$ cat config.mk
export PLATFORM = sky130hd
export DESIGN_NAME = lsu_ctrl
export DESIGN_NICKNAME = d
export VERILOG_FILES = /design/src/rtl/lsu_ctrl.sv
export SDC_FILE = /design/constraint.sdc
export NUM_CORES = 1
export LEC_CHECK = 0
export ABC_AREA = 1
export BUFFER_PORTS_ARGS = -buffer_cell sky130_fd_sc_hd__clkbuf_2
export CAP_MARGIN = 15
export CORE_MARGIN = 3
export CORE_UTILIZATION = 35
export DETAILED_ROUTE_END_ITERATION = 8
export PLACE_DENSITY = 0.74
export SLEW_MARGIN = 20
export SYNTH_ARGS = -nofsm -noshare
export SYNTH_HDL_FRONTEND = slang
export SYNTH_SLANG_ARGS = --single-unit
$ cat constraint.sdc
create_clock -name clk -period 1.36 [get_ports clk]
set_clock_uncertainty 0.2 [all_clocks]
set_input_delay 0.136 -clock clk [delete_from_list [all_inputs] [get_ports clk]]
set_output_delay 0.136 -clock clk [all_outputs]
set_load 0.005 [all_outputs]
$ cat src/rtl/lsu_ctrl.sv
`default_nettype none
// ============================================================================
// Module   : lsu_ctrl
// Brief    : RV32I load/store initiator for a big-endian byte-addressed
//            memory; read-modify-write for SB/SH, sign/zero-extended loads.
// Revision : 1.0 - initial release
// ============================================================================
module lsu_ctrl #(
    parameter int BUS_WIDTH = 32,
    parameter int MEM_BYTES = 2048
) (
    input  logic                 clk,
    input  logic                 rst,
    input  logic                 req_valid,
    output logic                 req_ready,
    input  logic                 req_store,
    input  logic [2:0]           req_funct3,
    input  logic [BUS_WIDTH-1:0] req_addr,
    input  logic [BUS_WIDTH-1:0] req_wdata,
    output logic                 resp_done,
    output logic                 resp_err,
    output logic [BUS_WIDTH-1:0] resp_rdata,
    output logic [BUS_WIDTH-1:0] mem_addr,
    output logic [BUS_WIDTH-1:0] mem_wdata,
    output logic                 mem_wr_en,
    output logic                 mem_rd_en,
    input  logic [BUS_WIDTH-1:0] mem_rdata
);

    typedef enum logic [2:0] {
        S_IDLE  = 3'd0,
        S_READ  = 3'd1,
        S_WRITE = 3'd2,
        S_DONE  = 3'd3,
        S_ERR   = 3'd4
    } state_t;

    localparam logic [BUS_WIDTH-1:0] c_addr_max = BUS_WIDTH'(MEM_BYTES - 4);
    localparam logic [2:0] c_f3_b  = 3'b000;
    localparam logic [2:0] c_f3_h  = 3'b001;
    localparam logic [2:0] c_f3_w  = 3'b010;
    localparam logic [2:0] c_f3_bu = 3'b100;
    localparam logic [2:0] c_f3_hu = 3'b101;

    state_t                 r_state;
    state_t                 w_next;
    logic                   r_store;
    logic [2:0]             r_funct3;
    logic [BUS_WIDTH-1:0]   r_addr;
    logic [BUS_WIDTH-1:0]   r_wdata;
    logic [BUS_WIDTH-9:0]   r_merge;
    logic [BUS_WIDTH-1:0]   r_rdata;

    logic                   w_accept;
    logic                   w_f3_legal;
    logic                   w_misaligned;
    logic                   w_err;
    logic                   w_direct_write;
    logic [BUS_WIDTH-1:0]   w_load_ext;
    logic [BUS_WIDTH-1:0]   w_store_word;

    assign w_accept = req_valid && (r_state == S_IDLE);

    // Unsigned load encodings have no store counterpart.
    always_comb begin
        w_f3_legal = 1'b0;
        case (req_funct3)
            c_f3_b, c_f3_h, c_f3_w: w_f3_legal = 1'b1;
            c_f3_bu, c_f3_hu:       w_f3_legal = !req_store;
            default:                w_f3_legal = 1'b0;
        endcase
    end

    assign w_misaligned   = ((req_funct3[1:0] == 2'b01) && req_addr[0]) ||
                            ((req_funct3[1:0] == 2'b10) && (req_addr[1:0] != 2'b00));
    assign w_err          = !w_f3_legal || w_misaligned || (req_addr > c_addr_max);
    assign w_direct_write = req_store && (req_funct3 == c_f3_w);

    // Byte at the access address sits in the top lane of the word.
    always_comb begin
        w_load_ext = mem_rdata;
        case (r_funct3)
            c_f3_b:  w_load_ext = {{(BUS_WIDTH-8){mem_rdata[BUS_WIDTH-1]}},  mem_rdata[BUS_WIDTH-1 -: 8]};
            c_f3_bu: w_load_ext = {{(BUS_WIDTH-8){1'b0}},                    mem_rdata[BUS_WIDTH-1 -: 8]};
            c_f3_h:  w_load_ext = {{(BUS_WIDTH-16){mem_rdata[BUS_WIDTH-1]}}, mem_rdata[BUS_WIDTH-1 -: 16]};
            c_f3_hu: w_load_ext = {{(BUS_WIDTH-16){1'b0}},                   mem_rdata[BUS_WIDTH-1 -: 16]};
            default: w_load_ext = mem_rdata;
        endcase
    end

    always_comb begin
        w_store_word = r_wdata;
        case (r_funct3[1:0])
            2'b00:   w_store_word = {r_wdata[7:0],  r_merge};
            2'b01:   w_store_word = {r_wdata[15:0], r_merge[BUS_WIDTH-17:0]};
            default: w_store_word = r_wdata;
        endcase
    end

    always_ff @(posedge clk) begin
        if (rst) begin
            r_state  <= S_IDLE;
            r_store  <= 1'b0;
            r_funct3 <= 3'b000;
            r_addr   <= '0;
            r_wdata  <= '0;
            r_merge  <= '0;
            r_rdata  <= '0;
        end else begin
            r_state <= w_next;
            if (w_accept) begin
                r_store  <= req_store;
                r_funct3 <= req_funct3;
                r_addr   <= req_addr;
                r_wdata  <= req_wdata;
            end
            if (r_state == S_READ) begin
                if (r_store) begin
                    r_merge <= mem_rdata[BUS_WIDTH-9:0];
                end else begin
                    r_rdata <= w_load_ext;
                end
            end
        end
    end

    always_comb begin
        w_next = r_state;
        case (r_state)
            S_IDLE: begin
                if (req_valid) begin
                    if (w_err) begin
                        w_next = S_ERR;
                    end else if (w_direct_write) begin
                        w_next = S_WRITE;
                    end else begin
                        w_next = S_READ;
                    end
                end
            end
            S_READ:  w_next = r_store ? S_WRITE : S_DONE;
            S_WRITE: w_next = S_DONE;
            S_DONE:  w_next = S_IDLE;
            S_ERR:   w_next = S_IDLE;
            default: w_next = S_IDLE;
        endcase
    end

    // Enables are gated by rst so a reset during WRITE never reaches the
    // memory's negedge commit.
    assign req_ready  = (r_state == S_IDLE);
    assign resp_done  = (r_state == S_DONE) || (r_state == S_ERR);
    assign resp_err   = (r_state == S_ERR);
    assign resp_rdata = r_rdata;
    assign mem_rd_en  = (r_state == S_READ) && !rst;
    assign mem_wr_en  = (r_state == S_WRITE) && !rst;
    assign mem_addr   = ((r_state == S_READ) || (r_state == S_WRITE)) ? r_addr : '0;
    assign mem_wdata  = (r_state == S_WRITE) ? w_store_word : '0;

endmodule
`default_nettype wire
==> flow_metrics.py <==
metrics = {
    "synthesis": {
        "synth.net_count": 913,
        "synthArstFlopShare_pct": 0,
        "synth_area_per_cell_sq_um": 6.996,
        "ys_types": 22,
        "ys_ff_latch": 127,
        "synth_top_area_share_pct": 44.87,
        "seq_area_frac_synth_pct": 44.87,
        "syn_area_sq_mm": 0.005667,
        "synth_area_leader_cell": "dfxtp_1",
        "synth_area_leaders": "dfxtp_1, nor2_1, nand2_1",
        "synth-edff-count": 0,
        "synthCells": 810,
        "ys.flop_type": "dfxtp_1",
        "synth_warnings": 0,
    },
    "place": {
        "dp_hpwl_um": 13970,
        "port_buffers": 203,
        "place.gp.congestion": 0.9340,
        "dp_slack_ns": -0.2008,
    },
    "layout": {
        "fill_cells": 994,
        "utilization_pct": 72.71,
        "drive_gt1_share_pct": 51.46,
        "nNetsFinal": 1293,
        "area_delta_synth_final_pct": 99.38,
    },
    "setup_path": {
        "worstPathArrival_ns": 1.69,
        "crit_path_frequent_cell": "nand2_4",
        "rr_startpoint": "r_state[0]$_SDFFE_PP0P_",
        "r2r_end": "resp_rdata[26]$_SDFFE_PP0P_",
        "critPathMaxFanout": 6,
        "ff2ff_path_depth": 11,
        "endpoint_kind": "primary output",
        "setup.worst_path.class": "reg2out",
        "cp.required_ns": 1.02,
        "critPathLaunchType": "flip-flop",
        "crit_chain": "nor2_4 > nand2_4 > nand2_4 > inv_8 > buf_8 > nor2_2 > buf_2",
        "critPathSlowestCell": "dfxtp_2",
        "reg2reg_slack_ns": -0.52,
        "slowest_delay_ns": 0.34,
    },
    "hold_path": {
        "holdPathStages": 5,
        "hold_path_class": "in2reg",
        "hp-start": "rst",
        "hold_end": "r_wdata[0]$_SDFFE_PP0P_",
    },
    "job": {
        "drv_cap": 0,
    },
    "drt": {
        "viasPerCell": 5.461,
        "totalWireLength_um": 28260,
        "wl_per_cell_um": 20.00,
        "vias": 7716,
        "ant_nets": 0,
        "drt_iter0_drc": 725,
        "drc_errors": 0,
        "dr.pass1.iters": 5,
    },
    "floorplanning": {
        "io_pins": 204,
        "fp.dieH_um": 133.2,
        "rows": 45,
        "initial_core_util_pct": 36.47,
        "core_area_sq_mm": 0.01554,
        "die_w_um": 133.2,
        "dieArea_sq_mm": 0.01775,
    },
    "status": {
        "status": "finished with violations",
        "violations": "setup timing",
    },
    "power_and_ir_drop": {
        "p_per_area_mw_per_mm2": 931.6,
        "cell_internal_pwr_mw": 7.649,
        "p_comb_share_pct": 19.7,
        "seqPwrFrac_pct": 37.7,
        "switchingPower_mw": 2.877,
        "clock_power_share_pct": 42.6,
        "leakage_nw": 4.920,
        "ir_drop_v": 0.0007697,
        "swShare_pct": 27.33,
        "power_mw": 10.53,
    },
    "grt": {
        "grt_pass1_wl_um": 34610,
        "antenna_found_initial": 3,
        "grt_overflow": 0,
        "grt_max_degree": 43,
        "globalRouteTotalUtil_pct": 24.26,
        "grt_pass1_vias": 6759,
    },
    "sta": {
        "drv_slew": 0,
        "tightest_slew_ns": 1.090,
        "rsz0062_at_grt": "true",
        "relSlewSlack_pct": 27.31,
        "finalHoldViolCount": 0,
        "fmax_mhz": 494.2,
        "finalSetupViolCount": 196,
        "period_needed_ns": 2.024,
        "fin_ws_ns": -0.6636,
        "post-route-period-util_pct": 148.8,
    },
    "cts": {
        "clk_pin_slew_ns": 0.06,
        "clk_path_buf_depth": 2,
        "clk_latency_ns": 0.42,
        "htree_levels": 4,
        "cts_sinks": 127,
        "cts_root_buffer": "clkbuf_16",
        "tritoncts": "built",
        "numCtsBuffers": 17,
    },
}
placed cells by master (no fill, tap or decap), types with 4 or more instances in the layout:
cell / instances
clkinv_2: 4
inv_1: 71
nand2_1: 96
a2bb2oi_1: 6
nand2_2: 8
nand2_4: 17
a21oi_2: 50
clkbuf_16: 34
a22oi_1: 7
buf_4: 36
nor2_1: 79
a211oi_2: 7
clkbuf_8: 4
o21ai_1: 12
dfxtp_1: 122
dlygate4sd3_1: 102
nor2_4: 27
nor2_2: 34
o21ai_2: 84
o21ai_0: 16
nand3_1: 9
a21oi_1: 38
buf_12: 22
a31oi_4: 4
o21ai_4: 14
buf_8: 9
nand2_8: 5
buf_6: 24
a31oi_1: 19
a211oi_4: 7
clkbuf_2: 160
buf_2: 41
synthesized netlist by cell type (2+ instances only):
cell type	number
a2bb2oi_1	7
nand2_2	3
a21oi_1	88
buf_2	22
nor2_1	135
nor2_2	3
a31oi_1	23
a211oi_1	17
clkbuf_1	24
inv_1	78
buf_4	9
a22oi_1	7
o21ai_0	87
dfxtp_1	127
o21ai_1	39
nor2_4	2
nand3_1	12
nand2_1	120
inv_2	4
state kept, by name, indices dropped and copies added, names as in the netlist:
name and count:
r_addr 32, r_wdata 32, resp_rdata 32, r_merge 24
r_funct3 3, r_state 3, r_store 1
through the flow:
step,hold WS (ns),instance area (sq um),TNS (ns),cells
final,0.05369,11300,-82.74,1413
after global routing,0.04884,11300,-90.09,1413
after CTS,0.004805,9331,-59.84,1362
after detailed placement,0.1747,7248,-25.63,1218
after global placement,0.1687,7248,-20.86,1218
after floorplan,0.07090,5732,-1.102,810
final cells by class:
class	count	area, sq um	share of cell area, %
multi-input cells	547	3904	34.55
repair buffers	414	3636	32.18
clock buffers	21	480.5	4.253
well taps	211	264.0	2.337
clock inverters	7	87.58	0.7752
flip-flops and latches	127	2556	22.62
diodes	3	7.507	0.06645
inverters	83	362.8	3.212
worst max-delay path: cells and delay by family, from the launching register on:
kind          cells  cell delay [ns]
simple gates      4             0.56
buf+inv           3             0.35
flops             1             0.34
kinds of logic after synthesis:
group	Yosys count	share of synthesized area (%)
AO/OA/AOI/OAI	269	25.83
buffers and inverters	139	10.29
flip-flops	127	44.87
AND/OR/NAND/NOR	275	19.01
routing by layer:
layer,up-vias,global-route usage (%),wire length (um)
li1,3436,-,-
met5,-,0,0
met4,0,12.63,1559
met2,489,40.27,13980
met3,134,5.249,2013
met1,3657,29.57,10700
power groups by stage:
stage | Clock (mW) | Sequential (mW) | Combinational [mW]
2_1_floorplan | 0 | 4.00 | 0.591
3_3_place_gp | 0 | 4.01 | 1.06
3_5_place_dp | 0 | 4.02 | 1.06
4_1_cts | 4.48 | 3.95 | 1.44
5_1_grt | 4.68 | 3.98 | 2.18
6_report | 4.49 | 3.97 | 2.07
timing repair:
action	CTS	global route
hold endpoints to repair	126	0
setup buffers	10	23
gates resized for setup	114	400
hold buffers	103	0
cloned	3	28
setup endpoints to repair	196	196
pin swaps	14	71
worst max path at each step:
stage                                  startpoint                  endpoint
after CTS                 r_state[2]$_SDFFE_PP0P_              mem_addr[10]
after global routing      r_state[0]$_SDFFE_PP0P_              mem_addr[10]
final                     r_state[0]$_SDFFE_PP0P_              mem_addr[10]
after global placement    r_state[2]$_SDFFE_PP0P_              mem_addr[19]
after detailed placement  r_state[2]$_SDFFE_PP0P_              mem_addr[19]
after floorplan           r_state[0]$_SDFFE_PP0P_  r_merge[16]$_SDFFE_PP0P_
No activity file was read; power rests on OpenSTA's default activity.
